$ cat src/rtl/tagger_edge_encoder_if.sv
// -----------------------------------------------------------------------------
// tagger_edge_encoder_if
// Bus between the deserialising input samplers / tag FIFO and the edge encoder.
//   samples     : CHANNELS*N oversampled bits, channel c at [c*N +: N],
//                 bit 0 earliest in time
//   edge_sel    : 2 bits per channel, 00 off, 01 rising, 10 falling, 11 both
//   tag_valid   : per-channel tag present
//   tag_time    : per-channel {coarse, subtime}, COUNTER_BITS+BITS wide
//   tag_rising  : per-channel polarity of the reported edge
//   tag_multi   : per-channel more than one qualifying edge in the word
//   coarse_wrap : pulse aligned with tags whose coarse field wrapped to 0
// master = sampler/FIFO side, slave = encoder.
// -----------------------------------------------------------------------------
interface tagger_edge_encoder_if #(
   parameter int BITS         = 2,
   parameter int CHANNELS     = 4,
   parameter int COUNTER_BITS = 32
);
   localparam int N  = 1 << BITS;
   localparam int TW = COUNTER_BITS + BITS;

   logic [CHANNELS*N-1:0]  samples;
   logic [2*CHANNELS-1:0]  edge_sel;
   logic [CHANNELS-1:0]    tag_valid;
   logic [CHANNELS*TW-1:0] tag_time;
   logic [CHANNELS-1:0]    tag_rising;
   logic [CHANNELS-1:0]    tag_multi;
   logic                   coarse_wrap;

   modport master (
      output samples, edge_sel,
      input  tag_valid, tag_time, tag_rising, tag_multi, coarse_wrap
   );

   modport slave (
      input  samples, edge_sel,
      output tag_valid, tag_time, tag_rising, tag_multi, coarse_wrap
   );
endinterface

$ cat src/rtl/tagger_edge_encoder.sv
// -----------------------------------------------------------------------------
// tagger_edge_encoder
// Multi-channel edge encoder. Each cycle every channel delivers N = 1<<BITS
// samples; the earliest qualifying edge (including one between the previous
// word's last sample and this word's first) is tagged with the coarse cycle
// count of the sampling cycle and its sub-cycle index.
// Ports:
//   clk : rising-edge clock
//   rst : synchronous active-high reset
//   bus : tagger_edge_encoder_if.slave (samples/edge_sel in, tags out)
// Pipeline: word captured on edge t+1 (stage 1), tags registered on edge t+2.
// -----------------------------------------------------------------------------
module tagger_edge_encoder #(
   parameter int BITS         = 2,
   parameter int CHANNELS     = 4,
   parameter int COUNTER_BITS = 32
) (
   input logic                  clk,
   input logic                  rst,
   tagger_edge_encoder_if.slave bus
);
   localparam int N  = 1 << BITS;
   localparam int TW = COUNTER_BITS + BITS;

   // Lowest set index; LSB is the earliest sample so it wins.
   function automatic logic [BITS-1:0] first_idx(input logic [N-1:0] q);
      logic [BITS-1:0] r;
      r = '0;
      for (int i = N - 1; i >= 0; i--) begin
         if (q[i]) r = i[BITS-1:0];
      end
      return r;
   endfunction

   // True when at least two bits are set (clearing the lowest leaves something).
   function automatic logic multi_hit(input logic [N-1:0] q);
      return (q & (q - N'(1))) != '0;
   endfunction

   logic [COUNTER_BITS-1:0] cnt;
   logic                    cnt_wrapped;
   logic                    primed;
   logic [CHANNELS-1:0]     last;

   logic [CHANNELS*N-1:0]   samples_p1;
   logic [2*CHANNELS-1:0]   sel_p1;
   logic [CHANNELS-1:0]     prev_p1;
   logic [COUNTER_BITS-1:0] coarse_p1;
   logic                    wrap_p1;
   logic                    primed_p1;
   logic                    vld_p1;

   logic [CHANNELS-1:0]     hit;
   logic [CHANNELS-1:0]     hit_rise;
   logic [CHANNELS-1:0]     hit_multi;
   logic [CHANNELS*TW-1:0]  hit_time;

   logic [CHANNELS-1:0]     tag_valid_p2;
   logic [CHANNELS*TW-1:0]  tag_time_p2;
   logic [CHANNELS-1:0]     tag_rising_p2;
   logic [CHANNELS-1:0]     tag_multi_p2;
   logic                    coarse_wrap_p2;

   // ---- stage 1: capture word, selection, history bit and coarse count ----
   always_ff @(posedge clk) begin
      if (rst) begin
         cnt         <= '0;
         cnt_wrapped <= 1'b0;
         primed      <= 1'b0;
         last        <= '0;
         vld_p1      <= 1'b0;
         primed_p1   <= 1'b0;
         wrap_p1     <= 1'b0;
      end else begin
         cnt         <= cnt + 1'b1;
         // High during the cycle whose count is 0 right after all-ones.
         cnt_wrapped <= &cnt;
         primed      <= 1'b1;
         vld_p1      <= 1'b1;
         primed_p1   <= primed;
         wrap_p1     <= cnt_wrapped;
         // History follows the input even for disabled channels, so enabling
         // a channel later starts from the real line level.
         for (int c = 0; c < CHANNELS; c++) begin
            last[c] <= bus.samples[c*N + N - 1];
         end
      end
      samples_p1 <= bus.samples;
      sel_p1     <= bus.edge_sel;
      prev_p1    <= last;
      coarse_p1  <= cnt;
   end

   for (genvar c = 0; c < CHANNELS; c++) begin : g_ch
      logic [N:0]      e;
      logic [N-1:0]    edges;
      logic [N-1:0]    rise;
      logic [N-1:0]    qual;
      logic [BITS-1:0] idx;

      assign e     = {samples_p1[c*N +: N], prev_p1[c]};
      assign rise  = e[N:1];
      assign edges = e[N:1] ^ e[N-1:0];
      assign qual  = edges & (({N{sel_p1[2*c]}} & rise) | ({N{sel_p1[2*c+1]}} & ~rise));
      assign idx   = first_idx(qual);

      // The first word after reset only seeds the history.
      assign hit[c]                 = vld_p1 & primed_p1 & (|qual);
      assign hit_rise[c]            = rise[idx];
      assign hit_multi[c]           = multi_hit(qual);
      assign hit_time[c*TW +: TW]   = {coarse_p1, idx};
   end

   // ---- stage 2: register decoded tags ----
   always_ff @(posedge clk) begin
      if (rst) begin
         tag_valid_p2   <= '0;
         tag_time_p2    <= '0;
         tag_rising_p2  <= '0;
         tag_multi_p2   <= '0;
         coarse_wrap_p2 <= 1'b0;
      end else begin
         tag_valid_p2   <= hit;
         tag_rising_p2  <= hit & hit_rise;
         tag_multi_p2   <= hit & hit_multi;
         coarse_wrap_p2 <= vld_p1 & wrap_p1;
         for (int c = 0; c < CHANNELS; c++) begin
            tag_time_p2[c*TW +: TW] <= hit[c] ? hit_time[c*TW +: TW] : '0;
         end
      end
   end

   assign bus.tag_valid   = tag_valid_p2;
   assign bus.tag_time    = tag_time_p2;
   assign bus.tag_rising  = tag_rising_p2;
   assign bus.tag_multi   = tag_multi_p2;
   assign bus.coarse_wrap = coarse_wrap_p2;
endmodule
$ cat src/flat_wrapper.sv
// flat-port wrapper written by rule: the top's interface ports become plain ports
module tagger_edge_encoder_flat 
#(
   parameter int BITS         = 2,
   parameter int CHANNELS     = 4,
   parameter int COUNTER_BITS = 32
)
  (clk, rst, bus_samples, bus_edge_sel, bus_tag_valid, bus_tag_time, bus_tag_rising, bus_tag_multi, bus_coarse_wrap);
  tagger_edge_encoder_if #(.BITS(BITS), .CHANNELS(CHANNELS), .COUNTER_BITS(COUNTER_BITS)) bus_i ();
  input logic clk;
  input logic rst;
  input wire logic [$bits(bus_i.samples)-1:0] bus_samples;
  input wire logic [$bits(bus_i.edge_sel)-1:0] bus_edge_sel;
  output wire logic [$bits(bus_i.tag_valid)-1:0] bus_tag_valid;
  output wire logic [$bits(bus_i.tag_time)-1:0] bus_tag_time;
  output wire logic [$bits(bus_i.tag_rising)-1:0] bus_tag_rising;
  output wire logic [$bits(bus_i.tag_multi)-1:0] bus_tag_multi;
  output wire logic [$bits(bus_i.coarse_wrap)-1:0] bus_coarse_wrap;
  assign bus_i.samples = bus_samples;
  assign bus_i.edge_sel = bus_edge_sel;
  assign bus_tag_valid = bus_i.tag_valid;
  assign bus_tag_time = bus_i.tag_time;
  assign bus_tag_rising = bus_i.tag_rising;
  assign bus_tag_multi = bus_i.tag_multi;
  assign bus_coarse_wrap = bus_i.coarse_wrap;
  tagger_edge_encoder #(.BITS(BITS), .CHANNELS(CHANNELS), .COUNTER_BITS(COUNTER_BITS)) u_core (.clk(clk), .rst(rst), .bus(bus_i));
endmodule
$ cat config.mk
export PLATFORM = sky130hd
export DESIGN_NAME = tagger_edge_encoder_flat
export DESIGN_NICKNAME = d
export VERILOG_FILES = /design/src/rtl/tagger_edge_encoder_if.sv /design/src/rtl/tagger_edge_encoder.sv /design/src/flat_wrapper.sv
export SDC_FILE = /design/constraint.sdc
export NUM_CORES = 1
export LEC_CHECK = 0
export CORE_MARGIN = 2
export CORE_UTILIZATION = 49
export CTS_CLUSTER_DIAMETER = 150
export DETAILED_ROUTE_END_ITERATION = 10
export MAX_ROUTING_LAYER = met4
export PLACE_DENSITY_LB_ADDON = 0.12
export SETUP_SLACK_MARGIN = 0.2
export SLEW_MARGIN = 20
export SYNTH_ARGS = -nofsm -noshare
export SYNTH_HDL_FRONTEND = slang
export SYNTH_SLANG_ARGS = --single-unit
$ cat constraint.sdc
create_clock -name clk -period 2 [get_ports clk]
set_input_delay 0.4 -clock clk [delete_from_list [all_inputs] [get_ports clk]]
set_output_delay 0.4 -clock clk [all_outputs]
set_load 0.02 [all_outputs]
# --- Yosys cells after proc, flatten, opt, wreduce, memory -nomap -nowiden ---
# Cells that the tools add are included.
op_classes:
  muxes: 25
  bitwise_logic: 40
  n_addsub: 5
  n_reduce_logical: 13
  n_lt_le_gt_ge: 4
op_table:
  columns: ["operator", "n"]
  rows:
  - ["$and 4x4->4", 18]
  - ["$add 32x1->32 const B", 1]
  - ["$mux 2", 16]
  - ["$reduce_and 32->1", 1]
  - ["$not 4->4", 4]
  - ["$or 4x4->4", 4]
  - ["$reduce_bool 4->1", 4]
  - ["$reduce_or 4->1", 4]
  - ["$sub 4x1->4 const B", 4]
  - ["$xor 4x4->4", 4]
  - ["$lt 2x3->1 const B", 4]
  - ["$bmux 1 s2", 4]
  - ["$reduce_or 2->1", 4]
  - ["$and 1x1->1", 6]
  - ["$mux 1", 5]
  - ["$not 1->1", 4]
word_totals:
  regBits: 249
  word_cells: 105
  out_inout_bits: 149

# --- Longest topological paths before layout ---
logic_depth:
  word_depth: 11
  mapped_depth: 7

# --- Worst setup path before layout ---
# OpenSTA, ideal clock, no wires.
synth_timing:
  path_kind: "reg2reg"
  from: "register u_core.cnt[0]"
  to: "register u_core.cnt[24]"
  arrival_ns: 1.732
  setup_slack_ns: 0.198
  setup_ns: 0.070
  required_time_ns: 1.930
  path_buffers: 0
  path_stages_with_launch: 7
  path_cell_list: "dfxtp_1 ha_1 nand2_1 nor4_4 nand3_4 or4_1 a21oi_1"
synth_between:
  elab_chain_cells: 1
synth_rtl:
  columns: ["element", "line", "rtl"]
  rows:
  - ["start: declaration", "tagger_edge_encoder.sv:40", "logic [COUNTER_BITS-1:0] cnt;"]
  - ["start signal: assignment", "tagger_edge_encoder.sv:75", "cnt <= cnt + 1'b1;"]
  - ["$add 32x1->32", "tagger_edge_encoder.sv:75", null]
# No other way between the ends.
# A chain may end at the register's enable or synchronous reset.

# --- Worst setup path in the final report ---
layout_timing:
  from: "register u_core.samples_p1[13]"
  to: "register u_core.tag_rising_p2[3] (netlist: u_core.bus.tag_rising[3])"
layout_between:
  elab_chain_cells: 9
layout_rtl:
  columns: ["element", "line", "rtl"]
  rows:
  - ["start: declaration", "tagger_edge_encoder.sv:45", "logic [CHANNELS*N-1:0] samples_p1;"]
  - ["start signal: assignment", "tagger_edge_encoder.sv:88", "samples_p1 <= bus.samples;"]
  - ["$not 4->4", "tagger_edge_encoder.sv:104", "assign qual = edges & (({N{sel_p1[2*c]}} & rise) | ({N{sel_p1[2*c+1]}} & ~rise));"]
  - ["$and 4x4->4", "tagger_edge_encoder.sv:104", null]
  - ["$or 4x4->4", "tagger_edge_encoder.sv:104", null]
  - ["$and 4x4->4", "tagger_edge_encoder.sv:104", null]
  - ["$mux 2 (2 in a row)", "tagger_edge_encoder.sv:30", "if (q[i]) r = i[BITS-1:0];"]
  - ["$bmux 1 s2", "tagger_edge_encoder.sv:109", "assign hit_rise[c] = rise[idx];"]
  - ["$mux 1 (implied by the code)", "tagger_edge_encoder.sv:109", null]
  - ["$and 4x4->4 *", "tagger_edge_encoder.sv:124", "tag_rising_p2 <= hit & hit_rise;"]
  - ["end signal: assignment", "tagger_edge_encoder.sv:124", null]
  - ["end: declaration", "tagger_edge_encoder.sv:60", "logic [CHANNELS-1:0] tag_rising_p2;"]
# Mark *: on every way between the ends. The rest lies on a longest branch, timed or not. The select of a mux whose other input is x is not followed.

==> flow_metrics.env <==
export IMPL_max_stage_delay_ns=0.36
export IMPL_grt_usage_pct=21.0
export IMPL_cts_made_buffers=25
export IMPL_max_freq_mhz=579
export IMPL_tightest_slew_ns=0.474
export IMPL_status="finished clean"
export IMPL_syn_area_per_cell_um2=11.1
export IMPL_layout_drive_gt1_share_pct=15.2
export IMPL_rows=46
export IMPL_synth_edff_count=0
export IMPL_ff2ff_setup_slack_ns=0.27
export IMPL_slew_viol_final=0
export IMPL_synthTopCellsByArea="dfxtp_1, and2_1, nor2b_1, nor2_1, xnor2_1"
export IMPL_fin_nets=925
export IMPL_antenna_found_initial=0
export IMPL_hp_class="in -> reg"
export IMPL_synth_ff_type="dfxtp_1"
export IMPL_grt_start_max_net_pins=39
export IMPL_synth_top_cell_area_share_pct=63.6
export IMPL_min_period_ns=1.73
export IMPL_grt_first_pass_wirelength_um=27600
export IMPL_cp_cell_sequence="a221oi_2 > a31o_2 > a21boi_2 > mux2_2 > a31o_2"
export IMPL_area_growth_pct=37.0
export IMPL_ys_ff_latch=249
export IMPL_finalHoldViolCount=0
export IMPL_synthArstFlopShare_pct=0
export IMPL_startpoint_type="register"
export IMPL_drc_errors=0
export IMPL_fin_skew_ns=0.0113
export IMPL_gp_congestion=0.786
export IMPL_die_area_um2=17000
export IMPL_n_fill_cell=1289
export IMPL_numClockSinks=249
export IMPL_ys_seq_area_share_pct=63.6
export IMPL_finalCritPeriodShare_pct=86.4
export IMPL_wl_per_cell_um=15.5
export IMPL_start_util_pct=49.7
export IMPL_io_pins=175
export IMPL_die_width_um=130
export IMPL_maxSlewHeadroom_pct=68.2
export IMPL_yosysUniqueCellTypes=50
export IMPL_vias_per_cell=4.93
export IMPL_yosysTopAreaCell="dfxtp_1"
export IMPL_finalSetupTns_ns=0
export IMPL_cts_hold_buf=0
export IMPL_vias=5584
export IMPL_path_class="reg -> reg"
export IMPL_critPathSlowestCell="dfxtp_2"
export IMPL_cts_root_buf="clkbuf_16"
export IMPL_wl_um=17600
export IMPL_antennaDiodeCount=0
export IMPL_cts_tree="built"
export IMPL_insertion_delay_ns=0.52
export IMPL_p_leak_nw=4.86
export IMPL_vdd_drop_max_v=0.000776
export IMPL_design_core_area_um2=15800
export IMPL_max_cap_viol_count=0
export IMPL_rsz0062_at_grt="yes"
export IMPL_drtIter0Drc=239
export IMPL_dr_pass1_iters=5
export IMPL_port_buffers=174
export IMPL_fin_hold_ws_ns=0.0971
export IMPL_synth_warnings=0
export IMPL_cp_data_required_time_ns=2.41
export IMPL_overflow=0
export IMPL_p_per_area_nw_per_um2=950
export IMPL_dp_hpwl_um=11900
export IMPL_final_antenna_net_count=0
export IMPL_arrival_ns=2.14
export IMPL_htreeDepth=1
export IMPL_crit_path_end_kind="register"
export IMPL_clkTransAtPathRegs_ns=0.06
export IMPL_synth_cells=704
export IMPL_max_clock_path_buffers=3
export IMPL_setup_viol=0
export IMPL_die_y_um=130
export IMPL_netlist_area_um2=7830
export IMPL_syn_nets=731
export IMPL_cp_max_fo=8
export IMPL_post_synth_top_count_cell="dfxtp_1"
export IMPL_grt_pass1_vias=5430
export IMPL_ys_top_cells_by_count="dfxtp_1, and2_1, nor2_1, nand2_1, nor2b_1"
export IMPL_cpMostUsedCell="a31o_2"
[per-stage QoR]
stage | setup WS, ns | instance area, um2 | power, mW | std cells | utilization [%]
after global placement | 0.121 | 9880 | 5.49 | 1084 | 62.7
after floorplan | 0.274 | 7830 | 5.36 | 704 | -
after CTS | 0.156 | 10600 | 10.3 | 1132 | 67.4
after global routing | 0.171 | 10700 | 10.5 | 1133 | 68.1
final | 0.272 | 10700 | 10.2 | 1133 | 68.1
after detailed placement | 0.0411 | 9880 | 5.51 | 1084 | 62.7
[final cells by class]
class                      count  area [um2]  share of cell area [%]
multi-input combinational    415        2820                    26.3
clock buffer                  31         678                    6.32
sequential                   249        5020                    46.7
timing repair buffer         194        1720                    16.0
clock inverter                15         181                    1.69
inverter                      13        48.8                   0.455
tap                          216         270                    2.52
[final timing paths]
check | start | endpoint | cells after the start
worst max-delay path | u_core.samples_p1[13]$_DFF_P_ | u_core.bus.tag_rising[3]$_SDFF_PP0_ | 5
worst max register to register | u_core.samples_p1[13]$_DFF_P_ | u_core.bus.tag_rising[3]$_SDFF_PP0_ | 5
worst min-delay path | rst | u_core.primed_p1$_SDFF_PP0_ | 2
worst min register to register | u_core.last[2]$_SDFF_PP0_ | u_core.prev_p1[2]$_DFF_P_ | 0
[sequential cells by signal (all words and copies together) (netlist names)]
register                flops
u_core.sel_p1               8
u_core.cnt                 32
u_core.bus.coarse_wrap      1
u_core.last                 4
u_core.primed               1
u_core.bus.tag_valid        4
u_core.bus.tag_time       136
u_core.bus.tag_multi        4
u_core.primed_p1            1
u_core.coarse_p1           32
u_core.prev_p1              4
u_core.cnt_wrapped          1
u_core.samples_p1          16
u_core.wrap_p1              1
u_core.bus.tag_rising       4
[critical path, delay by kind of cell, from the launching register on]
family	cells	cell delay, ns
AOI/OAI and AO/OA	4	0.92
DFF	1	0.36
muxes	1	0.34
[logic make-up (layout without fill, tap and decap cells)]
logic type / Yosys count / after routing / share of synthesized area, %
multiplexers: 6 / 6 / 0.862
AO/OA/AOI/OAI: 90 / 90 / 7.75
adder cells (fa/ha/maj): 1 / 1 / 0.160
XOR/XNOR: 25 / 25 / 2.80
flip-flops: 249 / 249 / 63.6
buffers and inverters: 40 / 253 / 2.32
AND/OR/NAND/NOR: 293 / 293 / 22.5
[timing repair]
action	4_1_cts	5_1_grt
gates resized for setup	168	39
setup buffers	2	1
setup endpoints to repair	195	60
pin swaps	2	7
cloned	0	0
[power by group]
part	internal, mW	total, mW	switching (mW)
Combinational	0.165	0.333	0.168
Clock	2.83	4.77	1.94
Sequential	5.02	5.10	0.0780
Total	8.01	10.2	2.18
[layer usage]
metal	GRT usage [%]	vias to the layer above	part of all wire [%]
met5	-	-	0
li1	-	2734	-
met1	24.4	2655	41
met4	6.32	0	2.7
met3	3.91	38	4.6
met2	37.4	157	51
[placed cells by master, fill, tap and decap left out, drive strengths merged, types with 2 or more instances in the layout]
cell / n
dfxtp: 249
nand3: 9
a221oi: 4
a21boi: 3
bufinv: 3
clkbuf: 31
o211ai: 4
a311oi: 9
or4: 4
mux2: 6
o21a: 3
a31o: 6
clkinvlp: 2
and2: 147
xnor2: 13
xor2: 12
nor2: 35
and4: 3
o21ai: 21
nor4: 8
clkinv: 8
nor2b: 23
o221ai: 2
clkdlybuf4s50: 24
and3: 3
o31ai: 3
nand4: 7
inv: 15
nor3: 4
nand2b: 11
a21oi: 17
a211oi: 2
buf: 21
nand2: 30
nor3b: 7
dlygate4sd2: 149
o22ai: 3
a31oi: 10
Note: power is estimated with default switching activity, not from simulation.
